==> src/rtl/log_pre_process.sv <==
// log_pre_process: unpacks an IEEE-754 single into exponent*ln2 and normalized mantissa for the log core
module log_pre_process #(
    parameter logic [27:0] LN2_Q28 = 28'd186065280,
    parameter int          EXP_W   = 38,
    parameter int          MAN_W   = 25
) (
    input  logic                    clk,
    input  logic                    rst_n,
    input  logic                    in_valid,
    output logic                    in_ready,
    input  logic [31:0]             float_in,
    output logic                    out_valid,
    input  logic                    out_ready,
    output logic signed [EXP_W-1:0] exp_part,
    output logic [MAN_W-1:0]        man_part,
    output logic [1:0]              out_class
);
    logic        s1_valid;
    logic [8:0]  s1_e;
    logic [23:0] s1_m;
    logic [1:0]  s1_class;
    logic        s1_adv;
    logic        s2_adv;
    logic [8:0]  e_d;
    logic [23:0] m_d;
    logic [1:0]  class_d;
    logic [4:0]  lz;
    logic [31:0] x;
    logic signed [EXP_W-1:0] prod;

    assign s2_adv   = !out_valid || out_ready;
    assign s1_adv   = !s1_valid || s2_adv;
    assign in_ready = s1_adv;
    assign prod     = EXP_W'($signed(s1_e)) * $signed(EXP_W'(LN2_Q28));

    // Classify the operand and normalize denormals; x ends with its leading one at bit 31
    always_comb begin
        x       = {float_in[22:0], 9'd0};
        lz      = '0;
        lz[4]   = (x[31:16] == 16'd0);
        x       = lz[4] ? x << 16 : x;
        lz[3]   = (x[31:24] == 8'd0);
        x       = lz[3] ? x << 8 : x;
        lz[2]   = (x[31:28] == 4'd0);
        x       = lz[2] ? x << 4 : x;
        lz[1]   = (x[31:30] == 2'd0);
        x       = lz[1] ? x << 2 : x;
        lz[0]   = !x[31];
        x       = lz[0] ? x << 1 : x;
        class_d = (float_in[30:23] == 8'hFF) ? ((float_in[22:0] != 23'd0 || float_in[31]) ? 2'b10 : 2'b11) :
                  (float_in[30:0] == 31'd0) ? 2'b01 :
                  float_in[31] ? 2'b10 : 2'b00;
        e_d     = (class_d != 2'b00) ? 9'd0 :
                  (float_in[30:23] != 8'd0) ? {1'b0, float_in[30:23]} - 9'd127 : 9'h181 - {4'd0, lz};
        m_d     = (class_d != 2'b00) ? 24'd0 :
                  (float_in[30:23] != 8'd0) ? {1'b1, float_in[22:0]} : {1'b1, x[30:8]};
    end

    // Stage 1: capture classified operand when the stage can advance
    always_ff @(posedge clk or negedge rst_n) begin
        if (!rst_n) begin
            s1_valid <= 1'b0;
            s1_e     <= '0;
            s1_m     <= '0;
            s1_class <= '0;
        end else if (s1_adv) begin
            s1_valid <= in_valid;
            if (in_valid) begin
                s1_e     <= e_d;
                s1_m     <= m_d;
                s1_class <= class_d;
            end
        end
    end

    // Stage 2: scale exponent by ln2 and hold outputs until downstream accepts
    always_ff @(posedge clk or negedge rst_n) begin
        if (!rst_n) begin
            out_valid <= 1'b0;
            exp_part  <= '0;
            man_part  <= '0;
            out_class <= '0;
        end else if (s2_adv) begin
            out_valid <= s1_valid;
            if (s1_valid) begin
                exp_part  <= prod;
                man_part  <= MAN_W'({1'b0, s1_m});
                out_class <= s1_class;
            end
        end
    end
endmodule

==> config.mk <==
export PLATFORM = sky130hd
export DESIGN_NAME = log_pre_process
export DESIGN_NICKNAME = d
export VERILOG_FILES = /design/src/rtl/log_pre_process.sv
export SDC_FILE = /design/constraint.sdc
export NUM_CORES = 1
export LEC_CHECK = 0
export ABC_AREA = 1
export CORE_MARGIN = 1.5
export CORE_UTILIZATION = 50
export DETAILED_ROUTE_END_ITERATION = 6
export PLACE_DENSITY = 0.69
export REMOVE_ABC_BUFFERS = 1
export SLEW_MARGIN = 20
export SYNTH_ARGS = -nofsm -noshare
export SYNTH_HDL_FRONTEND = slang
export SYNTH_SLANG_ARGS = --single-unit
==> constraint.sdc <==
create_clock -name clk -period 6.4 [get_ports clk]
set_clock_uncertainty 0.1 [all_clocks]
set_input_delay 1.28 -clock clk [delete_from_list [all_inputs] [get_ports clk]]
set_output_delay 1.28 -clock clk [all_outputs]
set_load 0.05 [all_outputs]
==> run metrics <==
largest net degree at the start of global routing 80; combinational share of power about 60%; unique cell type count in the Yosys netlist 43; adder-cell share of the synthesized area between 20% and 30%; drt pass-1 iters 5; Post-DRT Antenna Nets 0; port buffer count 94; n_diodes 0; antenna violations before repair 0; Post-Place Cell Area 9430 um^2; CP max stage delay 600 ps; Req. time, crit path approximately 6600 ps; vias in the first global route 7047; setup TNS 0 ps; ratio of cells with drive above 1 in the final layout between 4 and 5%; Core Area 16500 um^2; Tcrit/Tclk final 84.8%; WL/cell 15.1 um; register share of total power a little under a quarter; overall routing resource usage 25.0%; post_cts resized 0; Crit Path Max Fanout 9; Final Hold Vio Count 0; ys async rst share between 90% and 100%; vias per inst 5.20; commonest non-fill, non-tap cell in the layout nand2_1; WHS ~380 ps; area delta synth->final 16.4%; mux cell area share after synthesis 0%; xor/xnor share of the synthesized area 1.99%; yosys warns 0; sw power 1.80 mW; Max Root-Sink Buffers 2; Horiz. Die Dim 132 um; syn_area_per_cell 7.57 um^2; Least-Margin Pin Slew 938 ps; worst reg2reg startpoint s1_e[8]$_DFFE_PN0P_; first-pass GRT wire length 35.0 mm; Peak Freq 184 MHz; largest family of logic cells by synthesized area simple AND/OR/NAND/NOR gates; Worst Min Path Start s1_m[20]$_DFFE_PN0P_; crit path kind flop to flop; Switching Share 49.7%; Initial Util between 50% and 60%; Mapped Cells 1105; CP bufs+invs 2; Layout Cells excl Fill 1408; Internal Pwr Total about 1.8 mW; Top Ports 103; WP data arrival 5580 ps; max-slew violations 0; total power 3.62 mW; Hold WC Path Type flop to flop; initial DRC count 532; num rows 47; die height roughly 130 um; Slew headroom 37.5%; Worst path slowest cell fa_1; Seq/Total Area, Yosys 28.1%; CTS tree built; die area ~18000 um^2; nets@finish 1361; Most used DFF post-synth dfrtp_1; Peak VDD IR 0.000209 V; Root Driver clkbuf_16; Final Routed Wirelength ~21 mm; crit path from s1_e[8]$_DFFE_PN0P_; post-route minimum period 5430 ps; Cell Area, Synth 8360 um^2; dpl cells between 1000 and 1500; total congestion overflow 0; power per cell area 372 nW/um^2; crit-path cells fa_1, inv_1, fa_1, inv_1, fa_1, fa_1, ha_1, ha_1, a21oi_1, nand2_1, nand4_1, o211ai_1, a21oi_1, o21ai_0, nand3_1, nand2_1, nand3_1, nand2_1, or2_2, nand3_1, nand2_1; Synth Area in Simple Gates 26.4%; status complete, no violations; Final setup viols 0; Clock Sinks 94; Final Cell Area 9730 um^2; crit start category flop; DR vias 7319; CTS Buf Count 9; post-DP HPWL 16.6 mm; postcts setup bufs 0; hold buffer count at CTS 0; Worst path top cell family by delay adder cells; commonest non-fill, non-tap cells in the layout 372 x nand2_1, 137 x inv_1, 103 x ha_1; Leak between 5 and 6 nW; compound-cell area share of the yosys netlist roughly 10%; Final Wtd Congestion 0.964; clock share of power 15.2%; clk_lat worst skew 370 ps; crit end category flop; drt drc 0; Max-Cap Viols 0; H-Tree Depth 3; number of enable flip-flop cells after synthesis 0; #FFs+latches synth 94; Clock Pin Slew Worst Setup and Hold Paths 70 ps; RSZ-0062 raised after global routing no
final cells by class:
type                            count  area (um^2)
Tap cell                          220          275
Sequential cell                    94         2350
Clock buffer                        9          225
Fill cell                        1593         6740
Clock inverter                      7         73.8
Inverter                          142          533
Multi-Input combinational cell    837         5300
Timing Repair Buffer               99          976
per-stage QoR:
step,utilization [%],setup slack (ps)
4_1_cts,59.1,1040
6_report,59.1,974
2_1_floorplan,-,1480
3_3_place_gp,57.3,1140
5_1_grt,59.1,669
3_5_place_dp,57.3,1060
metal layers:
layer	track usage [%]	part of all wire (%)	wire, um
met1	35.6	48	10300
met5	0	0	0
met2	39.3	45	9660
met3	3.65	4.5	955
met4	8.00	1.8	391
flip-flops by register name (all words and copies together), names as in the netlist:
signal,flops
out_class,2
man_part,24
s1_valid,1
s1_e,9
exp_part,31
s1_class,2
out_valid,1
s1_m,24
worst register-to-register path, cell delays in order (launching register included):
cell and delay [ps]:
dfrtp_1 530, fa_1 600, inv_1 70, fa_1 540, inv_1 60, fa_1 480
fa_1 490, ha_1 310, ha_1 390, a21oi_1 220, nand2_1 100, nand4_1 80
o211ai_1 120, a21oi_1 320, o21ai_0 190, nand3_1 100, nand2_1 80, nand3_1 80
nand2_1 70, or2_2 270, nand3_1 70, nand2_1 60
final timing paths:
check                           slack (ps)                  endpoint  cells after the start
worst max register to register         970  exp_part[34]$_DFFE_PN0P_                     21
worst min register to register         380  man_part[20]$_DFFE_PN0P_                      2
worst min-delay path                   380  man_part[20]$_DFFE_PN0P_                      2
min in group asynchronous              820  exp_part[29]$_DFFE_PN0P_                      1
worst max-delay path                   970  exp_part[34]$_DFFE_PN0P_                     21
max in group asynchronous             4350   man_part[8]$_DFFE_PN0P_                      2
logic make-up (layout without fill, tap and decap cells):
family,count (synthesis),after routing
adder cells (fa/ha/maj),142,142
flip-flops,94,94
AO/OA/AOI/OAI,148,148
AND/OR/NAND/NOR,520,520
buffers and inverters,181,257
XOR/XNOR,19,19
other,1,8
synthesized netlist by cell type, drive strengths merged, types with 5 or more instances:
cell	number	share of area, %
buf	20	1.7
a31oi	8	0.60
a21oi	44	2.6
xor2	5	0.52
nand4	7	0.52
nor3	6	0.36
fa	39	9.3
inv	142	6.4
xnor2	14	1.5
nand2	386	18
dfrtp	94	28
ha	103	15
nor2	56	3.4
clkbuf	19	0.85
o22ai	5	0.37
nand3	60	3.7
o21ai	73	4.4
power by group through the flow:
stage	logic [mW]	registers [mW]	clock network, mW
final	2.22	0.847	0.550
after global routing	2.46	0.867	0.582
after CTS	2.24	0.847	0.564
after global placement	2.20	0.854	0
after detailed placement	2.21	0.857	0
after floorplan	1.14	1.29	0
Power figures use the tool's default switching activity.
